File: src/rtl/fdse_pkg.sv
// Shared constants and helpers for the fdse_pipe delay line.
package fdse_pkg;

  localparam int EDGE_FALL = 0;
  localparam int EDGE_RISE = 1;

  // Width of a counter that must reach depth inclusive.
  function automatic int fill_w(input int depth);
    return $clog2(depth + 1);
  endfunction

endpackage

File: src/rtl/fdse_stage.sv
// One vector register with FDSE/FDSE_1 semantics: R_N low > S high > CE high > hold.
// Optional FDSE_PIPE_GSR_EN adds an asynchronous glbl.GSR force to INIT.
module fdse_stage
  import fdse_pkg::*;
#(
  parameter int               WIDTH = 8,
  parameter logic [WIDTH-1:0] INIT  = {WIDTH{1'b1}},
  parameter int               EDGE  = EDGE_FALL
) (
  input  logic             C,
  input  logic             R_N,
  input  logic             CE,
  input  logic             S,
  input  logic [WIDTH-1:0] D,
  output logic [WIDTH-1:0] Q
);

  logic [WIDTH-1:0] q_q;
  logic [WIDTH-1:0] q_d;

  always_comb begin
    q_d = q_q;
    if (!R_N) begin
      q_d = INIT;
    end else if (S) begin
      q_d = {WIDTH{1'b1}};
    end else if (CE) begin
      q_d = D;
    end
  end

`ifdef FDSE_PIPE_GSR_EN
  // GSR overrides the clocked path while high, so plain always blocks are used here.
  generate
    if (EDGE == EDGE_RISE) begin : g_rise
      always @(posedge C) q_q <= q_d;
    end else begin : g_fall
      always @(negedge C) q_q <= q_d;
    end
  endgenerate

  always @(glbl.GSR) begin
    if (glbl.GSR) assign q_q = INIT;
    else          deassign q_q;
  end
`else
  generate
    if (EDGE == EDGE_RISE) begin : g_rise
      always_ff @(posedge C) q_q <= q_d;
    end else begin : g_fall
      always_ff @(negedge C) q_q <= q_d;
    end
  endgenerate
`endif

  assign Q = q_q;

endmodule

File: src/rtl/fdse_pipe.sv
// WIDTH x DEPTH delay line of fdse_stage registers with FILL/VALID tracking.
// Optional FDSE_PIPE_GSR_EN makes glbl.GSR clear FILL/VALID asynchronously.
module fdse_pipe
  import fdse_pkg::*;
#(
  parameter int               WIDTH = 8,
  parameter int               DEPTH = 4,
  parameter logic [WIDTH-1:0] INIT  = {WIDTH{1'b1}},
  parameter int               EDGE  = EDGE_FALL
) (
  input  logic                      C,
  input  logic                      R_N,
  input  logic                      CE,
  input  logic                      S,
  input  logic [WIDTH-1:0]          D,
  output logic [WIDTH-1:0]          Q,
  output logic [fill_w(DEPTH)-1:0]  FILL,
  output logic                      VALID
);

  localparam int FW = fill_w(DEPTH);
  localparam logic [FW-1:0] FULL = FW'(DEPTH);

  logic [WIDTH-1:0] stage_q [DEPTH];

  generate
    for (genvar i = 0; i < DEPTH; i++) begin : g_stage
      logic [WIDTH-1:0] stage_d;
      if (i == 0) begin : g_head
        assign stage_d = D;
      end else begin : g_link
        assign stage_d = stage_q[i-1];
      end

      fdse_stage #(
        .WIDTH (WIDTH),
        .INIT  (INIT),
        .EDGE  (EDGE)
      ) u_stage (
        .C   (C),
        .R_N (R_N),
        .CE  (CE),
        .S   (S),
        .D   (stage_d),
        .Q   (stage_q[i])
      );
    end
  endgenerate

  assign Q = stage_q[DEPTH-1];

  logic [FW-1:0] fill_q;
  logic [FW-1:0] fill_d;
  logic          valid_q;
  logic          valid_d;

  // FILL saturates at DEPTH; VALID is registered from the next-state count.
  always_comb begin
    fill_d = fill_q;
    if (!R_N) begin
      fill_d = '0;
    end else if (S) begin
      fill_d = FULL;
    end else if (CE && (fill_q != FULL)) begin
      fill_d = fill_q + FW'(1);
    end
    valid_d = (fill_d == FULL);
  end

`ifdef FDSE_PIPE_GSR_EN
  generate
    if (EDGE == EDGE_RISE) begin : g_cnt_rise
      always @(posedge C) begin
        fill_q  <= fill_d;
        valid_q <= valid_d;
      end
    end else begin : g_cnt_fall
      always @(negedge C) begin
        fill_q  <= fill_d;
        valid_q <= valid_d;
      end
    end
  endgenerate

  always @(glbl.GSR) begin
    if (glbl.GSR) begin
      assign fill_q  = '0;
      assign valid_q = 1'b0;
    end else begin
      deassign fill_q;
      deassign valid_q;
    end
  end
`else
  generate
    if (EDGE == EDGE_RISE) begin : g_cnt_rise
      always_ff @(posedge C) begin
        fill_q  <= fill_d;
        valid_q <= valid_d;
      end
    end else begin : g_cnt_fall
      always_ff @(negedge C) begin
        fill_q  <= fill_d;
        valid_q <= valid_d;
      end
    end
  endgenerate
`endif

  assign FILL  = fill_q;
  assign VALID = valid_q;

endmodule

File: config.mk
export PLATFORM = sky130hd
export DESIGN_NAME = fdse_pipe
export DESIGN_NICKNAME = d
export VERILOG_FILES = /design/src/rtl/fdse_pkg.sv /design/src/rtl/fdse_stage.sv /design/src/rtl/fdse_pipe.sv
export SDC_FILE = /design/constraint.sdc
export NUM_CORES = 1
export LEC_CHECK = 0
export ABC_AREA = 1
export CAP_MARGIN = 20
export CELL_PAD_IN_SITES_DETAIL_PLACEMENT = 0
export CELL_PAD_IN_SITES_GLOBAL_PLACEMENT = 1
export CORE_MARGIN = 1.5
export CORE_UTILIZATION = 37
export DETAILED_ROUTE_END_ITERATION = 10
export PLACE_DENSITY = 0.81
export REMOVE_ABC_BUFFERS = 1
export SYNTH_ARGS = -nofsm -noshare
export SYNTH_HDL_FRONTEND = slang
export SYNTH_SLANG_ARGS = --single-unit
File: constraint.sdc
create_clock -name C -period 1.19 [get_ports C]
set_input_delay 0.119 -clock C [delete_from_list [all_inputs] [get_ports C]]
set_output_delay 0.119 -clock C [all_outputs]
set_load 0.01 [all_outputs]
==> flow_metrics.tcl, run 1 <==
set metrics [dict create \
    status "finished, violations left" \
    violations "negative setup slack" \
    avgSynthCellArea_um2 7.87 \
    crit_required_ns 1.07 \
    path_class "reg2out" \
    slew_headroom_pct 83.9 \
    r2r_start "FILL[1]$_DFF_N_" \
    critPathLaunchType "flop" \
    synth_area_um2 1340 \
    cp_max_fo 2 \
    multi_input_area_um2 558 \
    drt-total-wl_um 3080 \
    ctsLongestPathBuffers 2 \
    synthTopCellsByCount "nand2_1 (70), nand3_1 (37), dfxtp_1 (36)" \
    wl_per_cell_um 10.6 \
    ff_latch_area_um2 734 \
    reg2reg_to "VALID$_DFF_N_" \
    p_leak_nw 1.14 \
    wl_met3_um 112 \
    swShare_pct 29.5 \
    slowest_delay_ns 0.34 \
    cp.depth 1 \
    arrival_ns 1.43 \
    die_y_um 63.1 \
    fin_ws_ns -0.361 \
    diodes 0 \
    peakVddDrop_mv 1.01 \
    r2r.worst_path.cells 7 \
    final_layout_size_suffix_gt1_share_pct 26.9 \
    rsz0062_at_grt "true" \
    root_buffer "clkbuf_4" \
    grt_max_degree 25 \
    cp_num_buf_inv 1 \
    power_switching_mw 0.943 \
    die_w_um 63.1 \
    m1WireLength_um 1240 \
    worstMarginPinSlew_ns 0.242 \
    synthTopCellsByArea "dfxtp_1 (54%), nand2_1 (20%), nand3_1 (14%)" \
    insertion_delay_ns 0.41 \
    cpLargestDelayFamily "flip-flops" \
    reg2reg_slack_ns 0.02 \
    die_area_um2 3980 \
    syn_inst 170 \
    highest_layer "met4" \
    viasPerCell 4.65 \
    fillers 311 \
    synth-seq-area-share_pct 53.9 \
    synth_top_flop_cell "dfxtp_1" \
    critPathSlowestCell "dfxtp_2" \
    timing.final.setup_violations 13 \
    firstDrtPassIters 4 \
    drt_iter0_drc 41 \
    initial_core_util_pct 39.5 \
    portBuffers 23 \
    num_rows 21 \
    syn2layout_area_growth_pct 56.7 \
    hold_viol 0 \
    crit_start "FILL[1]$_DFF_N_" \
    p_seq_share_pct 40.3 \
    place_congestion 0.691 \
    grt_usage_pct 15.8 \
    yosys.cell_types.count 13 \
    cts_made_buffers 5 \
    grt_pass1_wl_um 5040 \
    power_density_nw_per_um2 1530 \
    utilization_pct 61.8 \
    nets 258 \
    grt.overflow.total 0 \
    slew_violations 0 \
    wl_met2_um 1690 \
    hp-class "reg2reg" \
    skew_ns 0.0204 \
    critPathCaptureType "output pin" \
    cp-endpoint "FILL[1]" \
    path_cells "buf_6" \
    dpl.hpwl_um 1820 \
    async_flop_share_pct 0 \
    final.setup.tns_ns -4.17 \
    yosysMostFrequentCell "nand2_1" \
    numClockSinks 36 \
    design.core.area_um2 3390 \
    cts.clk_slew.worst_paths_ns 0.04 \
    maxCapViolCount 0 \
    synth-edff-count 0 \
    grt_pass1_vias 1332 \
    antenna_found_initial 0 \
    p_comb_share_pct 10.8 \
    postCtsHoldBufs 0 \
    cts_tree "yes" \
    synth_top_cell_area_share_pct 53.9 \
    power.internal_mw 2.26 \
    via_count 1352 \
    yosys_register_bits 36 \
    pwr-share-clk_pct 48.9 \
    yosysTopAreaCell "dfxtp_1" \
    pin_count 24 \
    drc 0 \
    drtAntennaViolNets 0 \
    synth_warnings 0 \
    ctsHtreeMaxLevel 2 \
]
[worst min-delay path by stage]
stage | from | endpoint | slack [ns] | depth (start not counted)
floorplan | g_stage[2].u_stage.Q[1]$_SDFFE_NP1P_ | g_stage[3].u_stage.Q[1]$_SDFFE_NP1P_ | 0.44 | 2
global placement | g_stage[0].u_stage.Q[3]$_SDFFE_NP1P_ | g_stage[1].u_stage.Q[3]$_SDFFE_NP1P_ | 0.45 | 2
detailed placement | g_stage[0].u_stage.Q[4]$_SDFFE_NP1P_ | g_stage[1].u_stage.Q[4]$_SDFFE_NP1P_ | 0.46 | 2
CTS | g_stage[0].u_stage.Q[6]$_SDFFE_NP1P_ | g_stage[1].u_stage.Q[6]$_SDFFE_NP1P_ | 0.47 | 2
global route | g_stage[0].u_stage.Q[6]$_SDFFE_NP1P_ | g_stage[1].u_stage.Q[6]$_SDFFE_NP1P_ | 0.47 | 2
finish | g_stage[1].u_stage.Q[4]$_SDFFE_NP1P_ | g_stage[1].u_stage.Q[4]$_SDFFE_NP1P_ | 0.46 | 2
[placed cells by master (no fill, tap or decap), types with 2 or more instances in the layout]
cell type / netlist / final
buf_12: 0 / 3
buf_4: 6 / 11
buf_6: 1 / 13
bufinv_16: 0 / 2
clkbuf_16: 0 / 2
clkbuf_4: 0 / 5
clkdlybuf4s50_1: 0 / 8
dfxtp_1: 36 / 25
dfxtp_2: 0 / 11
dlygate4sd2_1: 0 / 3
inv_1: 10 / 41
inv_2: 0 / 2
inv_4: 0 / 2
nand2_1: 70 / 65
nand2_2: 1 / 5
nand3_1: 37 / 33
nand3_2: 0 / 4
[per-stage QoR]
| stage | std cells | hold slack [ns] | total power [mW] | setup slack, ns | area (um^2) |
|---|---|---|---|---|---|
| after global placement | 241 | 0.448 | 1.77 | -0.613 | 1670 |
| after detailed placement | 241 | 0.455 | 1.78 | -0.659 | 1670 |
| after CTS | 286 | 0.466 | 3.20 | -0.375 | 1970 |
| final | 291 | 0.462 | 3.20 | -0.361 | 2100 |
| after floorplan | 160 | 0.439 | 1.62 | -0.349 | 1270 |
| after global routing | 291 | 0.468 | 3.45 | -0.415 | 2100 |
[power by group through the flow]
stage / Sequential [mW] / Combinational, mW / Clock, mW
6_report: 1.29 / 0.347 / 1.57
5_1_grt: 1.29 / 0.384 / 1.78
4_1_cts: 1.29 / 0.300 / 1.61
3_5_place_dp: 1.30 / 0.288 / 0.190
3_3_place_gp: 1.30 / 0.278 / 0.190
2_1_floorplan: 1.31 / 0.120 / 0.190
[state kept, by name, indices dropped and copies added (netlist names)]
name               flops
g_stage.u_stage.Q     32
FILL                   3
VALID                  1
[repair_timing]
item,in CTS,in global routing
resized for setup,82,13
pin swaps,7,8
setup endpoints to repair,48,38
buffers inserted,2,3
gates cloned,0,2
[final cells by class]
| cell class | count | share of cell area [%] |
|---|---|---|
| inverter | 9 | 1.85 |
| sequential | 36 | 35.0 |
| timing repair buffer | 42 | 22.2 |
| tap | 46 | 2.75 |
| clock buffer | 5 | 1.79 |
| multi-input combinational | 114 | 26.6 |
| clock inverter | 39 | 9.73 |
[cells by family after synthesis]
kind of cell / count (synthesis) / synth area share [%]
AND/OR/NAND/NOR: 112 / 36.1
adder cells (fa/ha/maj): 2 / 1.87
buffers and inverters: 20 / 8.14
flip-flops: 36 / 53.9
[metal layers]
layer | GRT usage [%] | up-vias
li1 | - | 684
met1 | 13.8 | 635
met2 | 28.2 | 24
met3 | 8.93 | 9
met4 | 8.61 | 0
met5 | 0 | -
No activity file was read; power rests on OpenSTA's default activity.
==> run 2: changes to the inputs <==
--- a/config.mk
+++ b/config.mk
@@ -9,6 +9,7 @@
 export CAP_MARGIN = 20
 export CELL_PAD_IN_SITES_DETAIL_PLACEMENT = 0
 export CELL_PAD_IN_SITES_GLOBAL_PLACEMENT = 1
+export CORE_ASPECT_RATIO = 1.4
 export CORE_MARGIN = 1.5
 export CORE_UTILIZATION = 37
 export DETAILED_ROUTE_END_ITERATION = 10
==> flow_metrics.tcl, run 2 (synthesized netlist as in run 1, its figures left out) <==
set metrics [dict create \
    status "finished, violations left" \
    violations "negative setup slack" \
    drt_iter0_drc 22 \
    drc 0 \
    slowest_delay_ns 0.34 \
    ctsHtreeMaxLevel 2 \
    largest_reg_flops 32 \
    power_density_nw_per_um2 1400 \
    final_layout_size_suffix_gt1_share_pct 28.4 \
    crit_required_ns 1.07 \
    viasPerCell 4.64 \
    slew_violations 0 \
    pre_cts_ws_ns -0.658 \
    initial_core_util_pct 39.2 \
    final_common_cell "nand2_1" \
    firstDrtPassIters 4 \
    skew_ns 0.0147 \
    critPathSlowestCell "dfxtp_2" \
    rsz0062_at_grt "true" \
    final_cell_mix "nand2_1 (65), inv_1 (42), nand3_1 (29), dfxtp_1 (25), buf_6 (15)" \
    cts_made_buffers 5 \
    cpLargestDelayFamily "flip-flops" \
    cts.clk_slew.worst_paths_ns 0.04 \
    nets 257 \
    numClockSinks 36 \
    timing.final.setup_violations 13 \
    cts_tree "yes" \
    slew_headroom_pct 82.8 \
    cp.depth 1 \
    ctsLongestPathBuffers 2 \
    hold_viol 0 \
    hp-class "reg2reg" \
    drtAntennaViolNets 0 \
    cp_max_fo 2 \
    grt.overflow.total 0 \
    syn2layout_area_growth_pct 55.3 \
    cp_num_buf_inv 1 \
    design.core.area_um2 3410 \
    num_rows 25 \
    r2r.worst_path.cells 8 \
    grt_pass1_vias 1311 \
    die_w_um 53.8 \
    worstMarginPinSlew_ns 0.258 \
    maxCapViolCount 0 \
    diodes 0 \
    final.setup.tns_ns -3.56 \
    holdPathStages 2 \
    path_class "reg2out" \
    pin_count 24 \
    grt_max_degree 28 \
    fin_ws_ns -0.317 \
    drt-total-wl_um 3050 \
    die_y_um 74.1 \
    grt_pass1_wl_um 5000 \
    peakVddDrop_mv 1.03 \
    postCtsHoldBufs 0 \
    root_buffer "clkbuf_8" \
    arrival_ns 1.39 \
    holdWs_ns 0.455 \
    p_leak_nw 1.13 \
    critPathLaunchType "flop" \
    antenna_found_initial 0 \
    grt_usage_pct 17.4 \
    insertion_delay_ns 0.35 \
    reg2reg_slack_ns -0.02 \
    portBuffers 23 \
    die_area_um2 3990 \
    path_cells "buf_6" \
    place_congestion 0.680 \
    critPathCaptureType "output pin" \
    wl_per_cell_um 10.8 \
    via_count 1313 \
    dpl.hpwl_um 1630 \
]
## run 2: cell count changes in the layout (fill, tap and decap cells not counted), moves of 3 or more
cell / change
clkbuf_4: -5
clkbuf_8: +5
dlygate4sd2_1: -3
nand3_1: -4
nand3_2: +4
## run 2: where the power goes
group / internal, mW / switching [mW] / total [mW]
combinational: 0.188 / 0.173 / 0.361
sequential: 1.27 / 0.0256 / 1.29
clock: 0.548 / 0.704 / 1.25
total: 2.00 / 0.903 / 2.91
## run 2: what timing repair did
action	in CTS	in global routing
setup buffers	6	2
resized for setup	93	14
gates cloned	2	0
pin swaps	6	4
endpoints found under the setup margin	48	30
## run 2: routing by layer
metal  vias up  global-route usage (%)  share of wire (%)
met5         -                       0                  0
met4         0                    14.0                1.7
met3         7                    8.84                4.9
met2        25                    27.6                 50
met1       603                    16.5                 43
li1        678                       -                  -
## run 2: layout make-up
type	instances	area, um^2
clock buffer	5	68.8
clock inverter	38	145
fill	315	1330
inverter	9	38.8
multi-input combinational	114	578
sequential	36	734
tap	40	50.0
timing repair buffer	41	462
## run 2: worst paths after layout
kind                                        startpoint                                   end
setup / recovery                       FILL[1]$_DFF_N_                               FILL[1]
hold / removal    g_stage[1].u_stage.Q[5]$_SDFFE_NP1P_  g_stage[2].u_stage.Q[5]$_SDFFE_NP1P_
setup reg to reg                       FILL[1]$_DFF_N_                         VALID$_DFF_N_
hold reg to reg   g_stage[1].u_stage.Q[5]$_SDFFE_NP1P_  g_stage[2].u_stage.Q[5]$_SDFFE_NP1P_
## run 2: per-stage QoR
step / cell area [um^2] / utilization (%) / power (mW) / cells
floorplan: 1270 / - / 1.62 / 160
global placement: 1650 / 48.3 / 1.76 / 233
detailed placement: 1650 / 48.3 / 1.77 / 233
CTS: 2040 / 59.8 / 2.94 / 283
global route: 2080 / 60.9 / 3.14 / 283
finish: 2080 / 60.9 / 2.91 / 283
